--- src/rtl/gpr_file_pkg.sv ---
// Shared CPU defines for the general-purpose register file: register count,
// index width, data width and write-back select codes.
package gpr_file_pkg;

  localparam int GPR_NUM    = 32;
  localparam int GPR_IDX_W  = 5;
  localparam int GPR_DATA_W = 32;

  // Write-back mux select codes; i_wdata arrives already selected by one of these.
  typedef enum logic [1:0] {
    GPR_W_SEL_ALU = 2'd0,
    GPR_W_SEL_MEM = 2'd1,
    GPR_W_SEL_MUL = 2'd2,
    GPR_W_SEL_CP0 = 2'd3
  } gpr_w_sel_e;

  typedef logic [GPR_IDX_W-1:0] gpr_idx_t;

  // True when an enabled write targets the given read index.
  function automatic logic idx_hit(input gpr_idx_t waddr, input gpr_idx_t raddr, input logic we);
    return we && (waddr == raddr);
  endfunction

endpackage

--- src/rtl/gpr_file_scoreboard.sv ---
// Pending-destination bitmap for long-latency ops and the read-port stall logic.
// Register 0 can never become pending, so it never stalls.
module gpr_scoreboard
  import gpr_file_pkg::*;
#(
  parameter int REG_NUM = GPR_NUM
) (
  input  logic                 i_clk,
  input  logic                 i_rst,
  input  logic                 i_we,
  input  logic [GPR_IDX_W-1:0] i_waddr,
  input  logic                 i_pend_set,
  input  logic [GPR_IDX_W-1:0] i_pend_addr,
  input  logic [GPR_IDX_W-1:0] i_raddr1,
  input  logic [GPR_IDX_W-1:0] i_raddr2,
  output logic                 o_stall1,
  output logic                 o_stall2,
  output logic [REG_NUM-1:0]   o_pend_mask
);

  logic [REG_NUM-1:0] pend_q;
  logic [REG_NUM-1:0] pend_d;

  // Next bitmap: write-back clears, then a new issue sets (a new op supersedes the old one).
  always_comb begin
    pend_d = pend_q;
    if (i_we) begin
      pend_d[i_waddr] = 1'b0;
    end
    if (i_pend_set) begin
      pend_d[i_pend_addr] = 1'b1;
    end
    pend_d[0] = 1'b0;
  end

  // Bitmap register; reset discards any in-flight pending ops.
  always_ff @(posedge i_clk) begin
    if (i_rst) begin
      pend_q <= '0;
    end else begin
      pend_q <= pend_d;
    end
  end

  // A same-cycle write-back resolves the hazard through the bypass, so it suppresses the stall.
  always_comb begin
    o_stall1 = (i_raddr1 != '0) && pend_q[i_raddr1] && !idx_hit(i_waddr, i_raddr1, i_we);
    o_stall2 = (i_raddr2 != '0) && pend_q[i_raddr2] && !idx_hit(i_waddr, i_raddr2, i_we);
  end

  assign o_pend_mask = pend_q;

endmodule

--- src/rtl/gpr_file.sv ---
// General-purpose register file: two combinational read ports with write-back
// bypass, one write port, and a pending-register scoreboard for stall generation.
module gpr_file
  import gpr_file_pkg::*;
#(
  parameter int REG_NUM = GPR_NUM,
  parameter int DATA_W  = GPR_DATA_W
) (
  input  logic                 i_clk,
  input  logic                 i_rst,
  input  logic                 i_we,
  input  logic [GPR_IDX_W-1:0] i_waddr,
  input  logic [DATA_W-1:0]    i_wdata,
  input  logic [GPR_IDX_W-1:0] i_raddr1,
  input  logic [GPR_IDX_W-1:0] i_raddr2,
  output logic [DATA_W-1:0]    o_rdata1,
  output logic [DATA_W-1:0]    o_rdata2,
  input  logic                 i_pend_set,
  input  logic [GPR_IDX_W-1:0] i_pend_addr,
  output logic                 o_stall1,
  output logic                 o_stall2,
  output logic [REG_NUM-1:0]   o_pend_mask
);

  logic [DATA_W-1:0] regs [REG_NUM];

  // Register storage; x0 is never written so it stays at its reset value of 0.
  always_ff @(posedge i_clk) begin
    if (i_rst) begin
      for (int i = 0; i < REG_NUM; i++) begin
        regs[i] <= '0;
      end
    end else if (i_we && (i_waddr != '0)) begin
      regs[i_waddr] <= i_wdata;
    end
  end

  // Zero-latency reads: x0 reads 0, a same-cycle write to the read index is forwarded.
  always_comb begin
    o_rdata1 = '0;
    o_rdata2 = '0;
    if (i_raddr1 != '0) begin
      o_rdata1 = idx_hit(i_waddr, i_raddr1, i_we) ? i_wdata : regs[i_raddr1];
    end
    if (i_raddr2 != '0) begin
      o_rdata2 = idx_hit(i_waddr, i_raddr2, i_we) ? i_wdata : regs[i_raddr2];
    end
  end

  gpr_scoreboard #(
    .REG_NUM(REG_NUM)
  ) u_scoreboard (
    .i_clk      (i_clk),
    .i_rst      (i_rst),
    .i_we       (i_we),
    .i_waddr    (i_waddr),
    .i_pend_set (i_pend_set),
    .i_pend_addr(i_pend_addr),
    .i_raddr1   (i_raddr1),
    .i_raddr2   (i_raddr2),
    .o_stall1   (o_stall1),
    .o_stall2   (o_stall2),
    .o_pend_mask(o_pend_mask)
  );

endmodule

--- config.mk ---
export PLATFORM = sky130hd
export DESIGN_NAME = gpr_file
export DESIGN_NICKNAME = d
export VERILOG_FILES = /design/src/rtl/gpr_file_pkg.sv /design/src/rtl/gpr_file_scoreboard.sv /design/src/rtl/gpr_file.sv
export SDC_FILE = /design/constraint.sdc
export NUM_CORES = 2
export LEC_CHECK = 0
export CELL_PAD_IN_SITES_DETAIL_PLACEMENT = 1
export CELL_PAD_IN_SITES_GLOBAL_PLACEMENT = 1
export CORE_ASPECT_RATIO = 0.5
export CORE_UTILIZATION = 55
export CTS_BUF_LIST = sky130_fd_sc_hd__clkbuf_2
export CTS_CLUSTER_SIZE = 12
export DETAILED_ROUTE_END_ITERATION = 12
export GPL_TIMING_DRIVEN = 0
export PLACE_DENSITY_LB_ADDON = 0.1
export SYNTH_ARGS = -nofsm -noshare
export SYNTH_HDL_FRONTEND = slang
export SYNTH_SLANG_ARGS = --single-unit
--- constraint.sdc ---
create_clock -name i_clk -period 4 [get_ports i_clk]
set_input_delay 0.8 -clock i_clk [delete_from_list [all_inputs] [get_ports i_clk]]
set_output_delay 0.8 -clock i_clk [all_outputs]
set_load 0.05 [all_outputs]
# Yosys cells after proc, flatten, opt, wreduce, memory -nomap -nowiden
# Memories as Yosys holds them, arrays and structs flattened.
# Index checks and enable logic that the tools add are counted.
[classes]
n_mux = 22
magnitude_cmp = 6
bitwise_logic = 3
eq_ne = 2
n_reduce_logical = 15
[op_table]
columns = ["cell", "count"]
rows = [
  ["$mux W32", 7],
  ["$and A32 B32 Y32", 1],
  ["$not A32 Y32", 1],
  ["$or A32 B32 Y32", 1],
  ["$reduce_or A32 Y1", 1],
  ["$lt A5 B6 Y1 const B", 4],
  ["$reduce_bool A5 Y1", 3],
  ["$bmux W1 S5", 2],
  ["$demux W1 S5", 2],
  ["$eq A5 B5 Y1", 2],
  ["$ge A5 B1 Y1 const B", 2],
  ["$mux W1", 10],
  ["$logic_and A1 B1 Y1", 9],
  ["$mux W5", 1],
  ["$logic_not A1 Y1", 2],
]
[totals]
mem_count = 1
ff_bits = 32
ram_bits = 1024
word_cells = 51
[mem_list]
columns = ["memory", "words", "word_bits", "rd", "rd_clocked_by_memory_dff", "write_ports", "line", "source"]
rows = [
  ["regs", 32, 32, 2, 0, 32, "gpr_file.sv:25", "logic [DATA_W-1:0] regs [REG_NUM];"],
]

# Depth between registers and ports, before layout
[depth]
word_depth = 9
depth_mapped = 10
ltp_nobuf = 5

# Cells and area by module
# Synthesis repeated with hierarchy kept, for this count alone.
[unflattened]
cells_unflattened = 3973
hier_area_um2 = 56701.9
[by_module_without_submodules]
columns = ["mod", "area_per_inst_um2", "instances", "cells_per_inst"]
rows = [
  ["gpr_file", 54722.5, 1, 3740],
  ["gpr_scoreboard", 1979.4, 1, 233],
]

# Worst setup path after synthesis
# OpenSTA, ideal clock, no wires.
[synth_timing]
path_kind = "input -> output"
start = "in i_raddr1[0]"
end = "out o_stall1"
path_slack_ps = 261
required_time_ps = 3200
n_path_buf = 3
arrival_ps = 2939
path_stages = 7
path_cell_list = "buf_6 -> buf_6 -> buf_2 -> mux4_2 -> mux4_2 -> mux2i_1 -> nor3_1"
[synth_via]
elab_chain_cells = 4
elab_cells_between_ends = 8
[synth_lines]
columns = ["item", "line", "source"]
rows = [
  ["from (decl)", "gpr_file.sv:14", "input logic [GPR_IDX_W-1:0] i_raddr1,"],
  ["$bmux W1 S5 / $eq A5 B5 Y1 (equally long branches)", "gpr_file_scoreboard.sv:47, gpr_file_pkg.sv:21", ""],
  ["$mux W1 (not written as such) / $logic_and A1 B1 Y1 (equally long branches)", "gpr_file_scoreboard.sv:47, gpr_file_pkg.sv:21", ""],
  ["$logic_and A1 B1 Y1 / $logic_not A1 Y1 (equally long branches)", "gpr_file_scoreboard.sv:47", "o_stall1 = (i_raddr1 != '0) && pend_q[i_raddr1] && !idx_hit(i_waddr, i_raddr1, i_we);"],
  ["$logic_and A1 B1 Y1 *", "gpr_file_scoreboard.sv:47", ""],
  ["to (decl)", "gpr_file.sv:20", "output logic o_stall1,"],
]
# Mark *: on every way between the ends. The rest lies on a longest branch, timed or not. The select of a mux whose other input is x is not followed.

# Final worst setup path
[layout_timing]
start = "in i_raddr2[4]"
end = "out o_rdata2[19]"
[layout_via]
elab_chain_cells = 4
elab_cells_between_ends = 6
[layout_lines]
columns = ["item", "line", "source"]
rows = [
  ["from (decl)", "gpr_file.sv:15", "input logic [GPR_IDX_W-1:0] i_raddr2,"],
  ["parallel branches: the longest is 3 deep, another holds $mem_v2 Z32 W32", "-", ""],
  ["$mux W32 *", "gpr_file.sv:45", "if (i_raddr2 != '0) begin"],
  ["to (decl)", "gpr_file.sv:17", "output logic [DATA_W-1:0] o_rdata2,"],
]
# Every way passes the cells marked *.

==> impl_metrics.csv <==
group,metric,value,unit
route,vias_per_cell,7.39,
global_route,antenna_found_initial,14,
die,initial_utilization,56.1,%
placement,place_area,60000,µm²
route,drc_errors,0,
die,core_area,101000,µm²
worst_setup_path,arrival,3.92,ns
cts,clock-sinks,1055,
global_route,grt_overflow,0,
sta,worstMarginPinSlew,1.39,ns
cts,htree_num_levels,4,
cts,cts_tree,"built",
logic_synthesis,synth_cell_types,66,
sta,finalSetupViolCount,66,
placement,port_buffers,139,
sta,hold_viol,0,
logic_synthesis,synth_area,56800,µm²
placement,gp_congestion,1.05,
layout,final_core_util,64.0,%
hold_path,hp-class,"input pin to flip-flop",
logic_synthesis,ys_seq_elements,1055,
die,die_h,229,µm
logic_synthesis,synthCells,3850,
power,p_leak,22.4,nW
logic_synthesis,synth-main-ff-cell,"edfxtp_1",
global_route,grt_pass1_vias,44000,
route,dr.pass1.iters,6,
cts,clkLatencyLatePin,1.81,ns
die,ios,154,
logic_synthesis,ys_warn_count,0,
layout,syn_to_final_growth,14.0,%
logic_synthesis,synth-async-reset-ratio,0,%
logic_synthesis,synth_edf_count,1024,
route,routed_wl,249000,µm
sta,holdWs,0.0243,ns
route,ant_nets,0,
power,power_density,391,nW/µm²
global_route,gr-usage-all-layers,47.4,%
placement,dp_hpwl,176000,µm
status,violations,"setup timing",
cts,path_clk_slew,0.11,ns
sta,slew_headroom,7.33,%
logic_synthesis,ys_seq_area_share,55.3,%
sta,period_share,118,%
route,drt_iter0_markers,7572,
die,die_area,105000,µm²
worst_setup_path,worstSetupPathType,"input pin to output port",
logic_synthesis,syn_area_per_cell,14.7,µm²
logic_synthesis,netlist.area_leader.share,54.2,%
worst_setup_path,cp-start-kind,"input pin",
die,die_x,456,µm
sta,tns,-32.69,ns
sta,timing.final.ws_setup,-0.719,ns
cts,cts_root_buf,"clkbuf_2",
global_route,grt_pass1_wl,338000,µm
logic_synthesis,ys_top_cells_by_area,"edfxtp_1, mux4_2, and2_1",
worst_setup_path,cp-end-kind,"output port",
placement,place_ws,-2.34,ns
sta,fmax,0.212,GHz
worst_setup_path,crit_required,3.20,ns
layout,nNetsFinal,4383,
global_route,grt_max_degree,33,
cts,cts_max_path_buffers,3,
cts,numCtsBuffers,237,
power,vdd_ir_drop_max,247,µV
sta,maxSlewViolCount,0,
sta,fin_crit,4.72,ns
worst_setup_path,path_max_fanout,10,
die,num_rows,82,
layout,mostFrequentLayoutCell,"edfxtp_1",
route,wire_per_inst,42.3,µm
layout,drive_gt1_share,32.6,%
sta,rsz0062_at_grt,"yes",
logic_synthesis,synth_top_area_cell,"edfxtp_1",
layout,final_area,64700,µm²
sta,clock_skew,0,ns
route,dr_total_vias,43500,
flow_run,maxCapViolations,0,
status,outcome,"finished, violations left",
layout,layout_common_cells,"edfxtp_1, and2_1, mux4_2",
==> cells in the mapped netlist, types with 14 or more instances <==
cell type and count:
edfxtp_1 1024, nand3_1 41, nor3_1 39, a22o_1 35, a2111oi_0 14, o22ai_1 65, mux4_2 489, nor2_1 89
o21ai_0 58, mux2_2 54, a21oi_1 56, nand2b_1 18, dfxtp_1 31, nand2_1 68, and2_1 994, a211oi_1 17
clkbuf_1 253, buf_2 76, or2_2 35, buf_6 24, o221ai_1 19, a22oi_1 82, buf_4 41, mux2i_1 91
==> path summary, 6_finish.rpt <==
path,depth (start not counted),start,slack [ns],to
setup / recovery,8,i_raddr2[4],-0.72,o_rdata2[19]
setup reg to reg,4,u_scoreboard.o_pend_mask[14]$_SDFF_PP0_,2.19,u_scoreboard.o_pend_mask[14]$_SDFF_PP0_
hold reg to reg,2,u_scoreboard.o_pend_mask[28]$_SDFF_PP0_,0.52,u_scoreboard.o_pend_mask[28]$_SDFF_PP0_
hold / removal,2,i_wdata[16],0.02,regs[5][16]$_SDFFCE_PN0P_
==> through the flow <==
stage               cells  power [mW]
finish               5888        25.3
global route         5875        25.6
CTS                  5866        24.8
detailed placement   5368        17.3
global placement     5365        17.2
floorplan            3882        15.5
==> power breakdown <==
part           switching, mW  internal [mW]
combinational           2.95           1.70
sequential             0.334           12.7
clock                   5.02           2.59
==> cell type report <==
class / count / area [µm²]
clock buffer: 354 / 1770
inverter: 3 / 11.3
clock inverter: 81 / 420
antenna: 21 / 52.6
multi-input combinational: 2421 / 25100
fill: 9500 / 36400
timing repair buffer: 207 / 2130
sequential: 1055 / 31400
tap: 1344 / 1680
buffer: 402 / 2200
==> logic make-up after synthesis <==
| kind of cell | synth area share (%) |
|---|---|
| AND/OR/NAND/NOR | 14.0 |
| flip-flops | 55.3 |
| multiplexers | 22.1 |
| AO/OA/AOI/OAI | 4.97 |
| XOR/XNOR | 0.154 |
| other | 0.00661 |
| buffers and inverters | 3.53 |
==> critical path: stages <==
cell and delay [ns]:
dlygate4sd2_1 0.63, inv_1 0.39, nor2_2 0.63, clkbuf_2 0.56, a22oi_1 0.20, a21oi_2 0.19, a221o_1 0.29, buf_6 0.21
==> sequential cells by signal, indices dropped and copies added, names as in the netlist <==
signal,cells
regs,1024
u_scoreboard.o_pend_mask,31
==> per-layer routing <==
metal	routed length (µm)	track usage [%]
met2	104000	65.8
met1	85500	60.5
met3	39700	19.7
met5	385	2.53
met4	19600	32.6
==> repair_timing <==
action                     in CTS  in global routing
setup buffers                  10                  2
gates resized for setup       805                 68
setup endpoints to repair      66                 66
hold buffers                   53                  0
pin swaps                     121                 34
hold endpoints to repair       74                  0
Note: power is estimated with default switching activity, not from simulation.
